File: src/rtl/irq_pending_ctrl_pkg.sv
// Shared widths and FSM encoding for the interrupt pending controller.
package irq_pending_ctrl_pkg;

  localparam int REQ_W = 8;
  localparam int ID_W  = 3;

  typedef enum logic [1:0] {
    ST_IDLE    = 2'd0,
    ST_REQ     = 2'd1,
    ST_SERVICE = 2'd2
  } state_e;

endpackage

File: src/rtl/irq_prio_enc.sv
// Combinational priority encoder: the highest set input bit wins.
// The output ID is 0 and valid is 0 when the input is all-zero.
module irq_prio_enc
  import irq_pending_ctrl_pkg::*;
(
  input  logic [REQ_W-1:0] in,
  output logic [ID_W-1:0]  id,
  output logic             valid
);

  always_comb begin
    id    = '0;
    valid = |in;
    // The loop runs upward, so a higher set bit overwrites a lower one.
    for (int i = 0; i < REQ_W; i++) begin
      if (in[i]) id = ID_W'(i);
    end
  end

endmodule

File: src/rtl/irq_pending_ctrl.sv
// Sticky rising-edge pending register with per-line mask, feeding a
// registered interrupt ID through a req/ack/eoi servicing handshake.
module irq_pending_ctrl
  import irq_pending_ctrl_pkg::*;
(
  input  logic             clk,
  input  logic             rst_n,
  input  logic [REQ_W-1:0] req,
  input  logic [REQ_W-1:0] mask,
  input  logic             clr_all,
  input  logic             ack,
  input  logic             eoi,
  output logic             irq,
  output logic [ID_W-1:0]  irq_id,
  output logic [REQ_W-1:0] pending,
  output logic             busy
);

  state_e           state_q, state_d;
  logic [ID_W-1:0]  irq_id_q, irq_id_d;
  logic [REQ_W-1:0] pending_q, pending_d;
  logic [REQ_W-1:0] req_d;
  logic [REQ_W-1:0] req_edge;
  logic [REQ_W-1:0] ack_clr;
  logic [REQ_W-1:0] cand;
  logic [ID_W-1:0]  win_id;
  logic             win_valid;
  logic             irq_q, busy_q;

  assign req_edge = req & ~req_d;
  assign cand     = pending_q & mask;

  irq_prio_enc u_enc (
    .in    (cand),
    .id    (win_id),
    .valid (win_valid)
  );

  always_comb begin
    // NOTE: every combinational output gets a default first so no path
    // through the case leaves it unassigned, which would infer a latch.
    state_d  = state_q;
    irq_id_d = irq_id_q;
    ack_clr  = '0;

    unique case (state_q)
      ST_IDLE: begin
        if (win_valid) begin
          state_d  = ST_REQ;
          irq_id_d = win_id;
        end
      end
      ST_REQ: begin
        if (ack) begin
          ack_clr[irq_id_q] = 1'b1;
          state_d           = ST_SERVICE;
        end else if (!cand[irq_id_q]) begin
          // Presented line was masked off before ack: re-arbitrate from IDLE.
          state_d = ST_IDLE;
        end
      end
      ST_SERVICE: begin
        if (eoi) state_d = ST_IDLE;
      end
      default: state_d = ST_IDLE;
    endcase

    if (clr_all) state_d = ST_IDLE;

    // A new edge on the acked bit re-sets it, so it stays pending as a new event.
    pending_d = clr_all ? '0 : ((pending_q & ~ack_clr) | req_edge);
  end

  always_ff @(posedge clk or negedge rst_n) begin
    if (!rst_n) begin
      state_q   <= ST_IDLE;
      irq_id_q  <= '0;
      pending_q <= '0;
      req_d     <= '0;
      irq_q     <= 1'b0;
      busy_q    <= 1'b0;
    end else begin
      // NOTE: non-blocking assignments so every register samples
      // pre-edge values regardless of statement order.
      state_q   <= state_d;
      irq_id_q  <= irq_id_d;
      pending_q <= pending_d;
      req_d     <= req;
      irq_q     <= (state_d == ST_REQ);
      busy_q    <= (state_d == ST_SERVICE);
    end
  end

  assign irq     = irq_q;
  assign irq_id  = irq_id_q;
  assign pending = pending_q;
  assign busy    = busy_q;

endmodule

File: config.mk
export PLATFORM = sky130hd
export DESIGN_NAME = irq_pending_ctrl
export DESIGN_NICKNAME = d
export VERILOG_FILES = /design/src/rtl/irq_pending_ctrl_pkg.sv /design/src/rtl/irq_prio_enc.sv /design/src/rtl/irq_pending_ctrl.sv
export SDC_FILE = /design/constraint.sdc
export NUM_CORES = 1
export LEC_CHECK = 0
export CAP_MARGIN = 15
export CORE_ASPECT_RATIO = 1.75
export CORE_MARGIN = 5
export CORE_UTILIZATION = 25
export DETAILED_ROUTE_END_ITERATION = 8
export SLEW_MARGIN = 40
export SYNTH_ARGS = -nofsm -noshare
export SYNTH_HDL_FRONTEND = slang
export SYNTH_SLANG_ARGS = --single-unit
File: constraint.sdc
create_clock -name clk -period 1.75 [get_ports clk]
set_input_delay 0.35 -clock clk [delete_from_list [all_inputs] [get_ports clk]]
set_output_delay 0.35 -clock clk [all_outputs]
set_load 0.1 [all_outputs]
# ---- Word-level counts from Yosys, hierarchy flattened
# Index checks and enable logic that the tools add are counted.
dict set report totals {
  out_inout_bits 13
  reg_bits 23
  wordCells 42
}
dict set report op_classes {
  magnitude_cmp 2
  bitwise 6
  muxes 20
  n_reduce_logical 4
  eq_ne 4
}
# operator n
set ops {}
lappend ops {{8-bit AND} 3}
lappend ops {{8-bit 2-to-1 mux} 3}
lappend ops {{8-bit NOT} 2}
lappend ops {{2-bit 2-to-1 mux} 7}
lappend ops {{3-bit 2-to-1 mux} 4}
lappend ops {{8-bit bitwise OR} 1}
lappend ops {{8-bit OR reduction} 1}
lappend ops {{2-bit case mux with 3 select lines} 1}
lappend ops {{2-bit by 1-bit == test with 1-bit output (second input constant)} 2}
lappend ops {{2-bit == test (second input constant)} 2}
lappend ops {{3-bit by 4-bit < comparator with 1-bit output (second input constant)} 1}
lappend ops {{1-bit binary-select mux with 3-bit select} 1}
lappend ops {{1-bit demux with 3-bit select} 1}
lappend ops {{3-bit by 1-bit greater-or-equal comparator with 1-bit output (second input constant)} 1}
lappend ops {{1-bit 2-to-1 mux} 3}
lappend ops {{2-bit zero test} 1}
lappend ops {{2-bit AND reduction} 1}
lappend ops {{1-bit logical AND} 1}

# ---- Logic depth before layout (Yosys ltp)
dict set report logic_depth {
  word_depth 10
  ltp_mapped 5
  depth_no_buf 5
}

# ---- By module
# From an unflattened synthesis, not the netlist that was laid out.
dict set report unflattened {
  hier_cells 98
  hier_area_um2 1089.8
}
# mod area_per_inst_um2 seq_area_each_um2 cells_each n_inst
set by_module_without_submodules {}
lappend by_module_without_submodules {irq_pending_ctrl 1023.5 575.6 86 1}
lappend by_module_without_submodules {irq_prio_enc 66.3 0.0 12 1}

# ---- Least setup slack after synthesis
# Ideal clock, no wire load.
dict set report synth_timing {
  path_type {flip-flop to flip-flop}
  from {reg pending_q[4] (netlist: pending[4])}
  to {reg irq_id_q[1] (netlist: irq_id[1])}
  arrival_time_ps 1960
  n_path_buf 0
  required_ps 1631
  setup_slack_ps -329
  synth_period_minus_slack_ps 2079
  stages_incl_launch_ff 6
  cell_sequence {dfrtp_1 -> nand2_1 -> and4_1 -> a41oi_4 -> o2111ai_1 -> o21a_1}
}
dict set report synth_between {
  elab_chain_cells 5
}
# element line_no
set synth_rtl {}
lappend synth_rtl {{start: declaration} irq_pending_ctrl.sv:21} ;# logic [REQ_W-1:0] pending_q, pending_d;
lappend synth_rtl {{start signal: assignment} irq_pending_ctrl.sv:87} ;# pending_q <= pending_d;
lappend synth_rtl {{8-bit AND (*)} irq_pending_ctrl.sv:31} ;# assign cand = pending_q & mask;
lappend synth_rtl {{3-bit 2-to-1 mux (4 in series)} irq_prio_enc.sv:16} ;# if (in[i]) id = ID_W'(i);
lappend synth_rtl {{end signal: assignment} irq_pending_ctrl.sv:86} ;# irq_id_q <= irq_id_d;
lappend synth_rtl {{end: declaration} irq_pending_ctrl.sv:20} ;# logic [ID_W-1:0] irq_id_q, irq_id_d;
# Every way passes the cells marked *; elsewhere a longest branch is shown, timed or not.
# A chain may end at the register's enable or synchronous reset.

# ---- Final worst setup path
dict set report layout_timing {
  from {in mask[5]}
  to {reg irq_id_q[2] (netlist: irq_id[2])}
}
dict set report layout_between {
  elab_chain_cells 4
}
# element line_no
set layout_rtl {}
lappend layout_rtl {{start: declaration} irq_pending_ctrl.sv:9} ;# input logic [REQ_W-1:0] mask,
lappend layout_rtl {{8-bit AND (*)} irq_pending_ctrl.sv:31}
lappend layout_rtl {{3-bit 2-to-1 mux (3 in series)} irq_prio_enc.sv:16}
# Marked as above.

==> results.cfg <==
[run_status]
status = finished, final reports clean

[synthesis]
yosysUniqueCellTypes = 31
syn_area_um2 = 1030
yosys-top-cells-area = dfrtp_1 56%, nand2b_1 5.4%, nand2_1 5.1%, a21oi_1 4.8%, o21ai_0 2.9%
avgSynthCellArea_um2 = 10.8
synth_top_area_share_pct = 55.6
ys_seq_area_share_pct = 55.6
synthesis.nets = 117
yosysTopAreaCell = dfrtp_1
synth-seq-cells = 23
yosys_warnings = 0
netlist_instances = 96

[clock_tree]
cts_buffer_depth = 2
holdBufCountCts = 0
cts_tree = yes
cts_buffers = 3
clk_pin_slew_ps = 80
cts_setup_buffers = 0
cts_sinks = 23
h-tree-depth = 1
cts-root-buf = clkbuf_8
clock_latency_ps = 260
post_cts_resize_count = 0

[timing]
fin_crit_sh_pct = 90.2
rsz0062_at_grt = false
fmax_ghz = 0.634
relSlewSlack_pct = 74.5
hold_viol = 0
maxSlewViolCount = 0
period_minus_slack_ps = 1580
worst_pin_slew_ps = 382
finalSetupViolations = 0
finClkSkew_ps = 4.41

[grt]
grt_pass1_vias = 977
antenna_found_initial = 0
use_met3_pct = 2.17
grt_use_met2_pct = 18.8
busiest_layer = met2
grt_pass1_wl_um = 4420
grt_overflow = 0
grt.total_usage_pct = 10.4
grt_use_met1_pct = 11.3
grt_max_degree = 24

[place]
gp_congestion = 0.752
portBuffers = 33
hpwl_um = 2170

[drt]
drc = 0
vias = 882
dr.pass1.iters = 4
ant_nets = 0
routed_wl_um = 2640
viasPerCell = 4.72
drtIter0Drc = 17
wl_per_cell_um = 14.1

[worst_setup_path]
r2r-end = irq$_DFF_PN0_
criticalPathCategory = input pin to flip-flop
startpoint = mask[5]
cp-endpoint = irq_id[2]$_DFFE_PN0P_
critPathMaxFanout = 4
critical_path.cell_chain = clkdlybuf4s50_1 -> nand2_1 -> and4_1 -> a41oi_4 -> buf_4 -> nor2_1 -> a21oi_1
max_stage_delay_ps = 520
r2r-start = irq_id[2]$_DFFE_PN0P_
reg2reg_setup_slack_ps = 230
cp-start-kind = input pin
worstPathArrival_ps = 1760
critPathRequiredTime_ps = 1930
crit_path_end_kind = flip-flop
r2r_cells = 5
critPathSlowestCell = clkdlybuf4s50_1

[floorplanning]
start_util_pct = 25.4
die_y_um = 95.1
ioPinCount = 34
dieWidth_um = 58.6
die-area_um2 = 5580
core_um2 = 4070
rows = 31

[pwr]
p_leak_nw = 0.664
ir_worst_vdd_uv = 637
power_density_nw_per_um2 = 1160
power_mw = 1.93

[run]
drv_cap = 0

[final_layout]
layout-drive-gt1-share_pct = 30.4
final_nets = 160
syn_to_final_growth_pct = 60.2
antenna_cells = 0
fin_util_pct = 40.7

[hold_path]
hold_path.class = input pin to async pin
[cell usage after synthesis (all sizes together)]
library cell  count
inv               2
buf               1
and4              1
clkbuf            2
a21oi            10
nand2b            9
o21a              1
dfrtp            23
mux4              1
nor2              6
nand3             1
a32o              1
a31oi             1
nor3b             1
or2b              1
a2111oi           1
nor4              1
a41oi             1
and2              1
nand3b            1
or2               1
nor3              2
o31ai             2
o21ai             7
o2111ai           1
nand2            14
a22o              3
[kinds of logic (layout without fill, tap and decap cells)]
| logic type | Yosys count | after routing | synth area share, % |
|---|---|---|---|
| AO/OA/AOI/OAI | 28 | 28 | 19.8 |
| buffers and inverters | 5 | 47 | 2.30 |
| multiplexers | 1 | 1 | 2.18 |
| flip-flops | 23 | 23 | 55.6 |
| AND/OR/NAND/NOR | 39 | 39 | 20.1 |
[worst min path at each step]
stage                                  start                   end  slack [ps]  cells past startpoint
after floorplan                        rst_n        busy$_DFF_PN0_          50                      0
after global placement    req_d[7]$_DFF_PN0_  pending[7]$_DFF_PN0_         480                      2
after detailed placement  req_d[3]$_DFF_PN0_  pending[3]$_DFF_PN0_         490                      2
after CTS                              rst_n  state_q[0]$_DFF_PN0_         450                      2
after global routing                   rst_n  state_q[0]$_DFF_PN0_         470                      2
final                                  rst_n  state_q[0]$_DFF_PN0_         430                      2
[flip-flops by register name, summed over array words and instances, names as in the netlist]
register,count
pending,8
req_d,8
irq_id,3
state_q,2
busy,1
irq,1
[critical path, delay by kind of cell]
| family | cells | cell delay (ps) |
|---|---|---|
| AND/OR/NAND/NOR | 3 | 370 |
| buffers and inverters | 2 | 680 |
| AO/OA/AOI/OAI | 2 | 370 |
[layout make-up]
cell class                      instances  area, µm²
Timing Repair Buffer                   41        520
Fill cell                             404       2410
Tap cell                               49       61.3
Sequential cell                        23        588
Multi-Input combinational cell         68        435
Inverter                                2       7.51
Clock buffer                            4       45.0
[layout by cell type, fill, tap and decap left out]
cell	Yosys	routed
nand2_1	14	14
nand3_1	1	1
inv_1	1	1
or2_2	1	1
a21oi_1	10	10
o31ai_1	2	2
buf_12	0	13
and2_1	1	1
clkbuf_1	1	1
and4_1	1	1
nor2_1	6	6
nor3_2	1	1
buf_4	1	8
nor3b_1	1	1
nor3_1	1	1
nand2b_1	9	9
a2111oi_2	1	1
dfrtp_2	0	10
o2111ai_1	1	1
or2b_1	1	1
a31oi_1	1	1
o21a_1	1	1
clkbuf_8	0	3
o21ai_2	1	1
o21ai_0	6	6
nand3b_1	1	1
inv_2	1	1
a22o_1	3	3
a41oi_4	1	1
nor4_2	1	1
mux4_2	1	1
a32o_1	1	1
clkdlybuf4s50_1	0	20
dfrtp_1	23	13
[layer usage]
metal	part of all wire, %	up-vias
met5	0	-
met4	1.3	0
met3	4.2	4
met2	57	22
met1	37	434
li1	-	422
[through the flow]
stage | instance area [µm²] | cells | setup TNS [ps] | setup slack [ps] | hold slack (ps)
floorplan | 1050 | 96 | -12.7 | -12.7 | 54.4
CTS | 1660 | 187 | 0 | 168 | 445
global placement | 1610 | 183 | -194 | -46.1 | 481
detailed placement | 1610 | 183 | -434 | -102 | 489
finish | 1660 | 187 | 0 | 172 | 434
global route | 1660 | 187 | 0 | 89.8 | 469
[power breakdown]
part           switching, mW  total [mW]  internal, mW  leakage [nW]
logic                  0.516       0.861         0.345         0.368
clock network          0.162       0.324         0.162        0.0228
registers              0.142       0.741         0.600         0.273
Power figures use the tool's default switching activity.
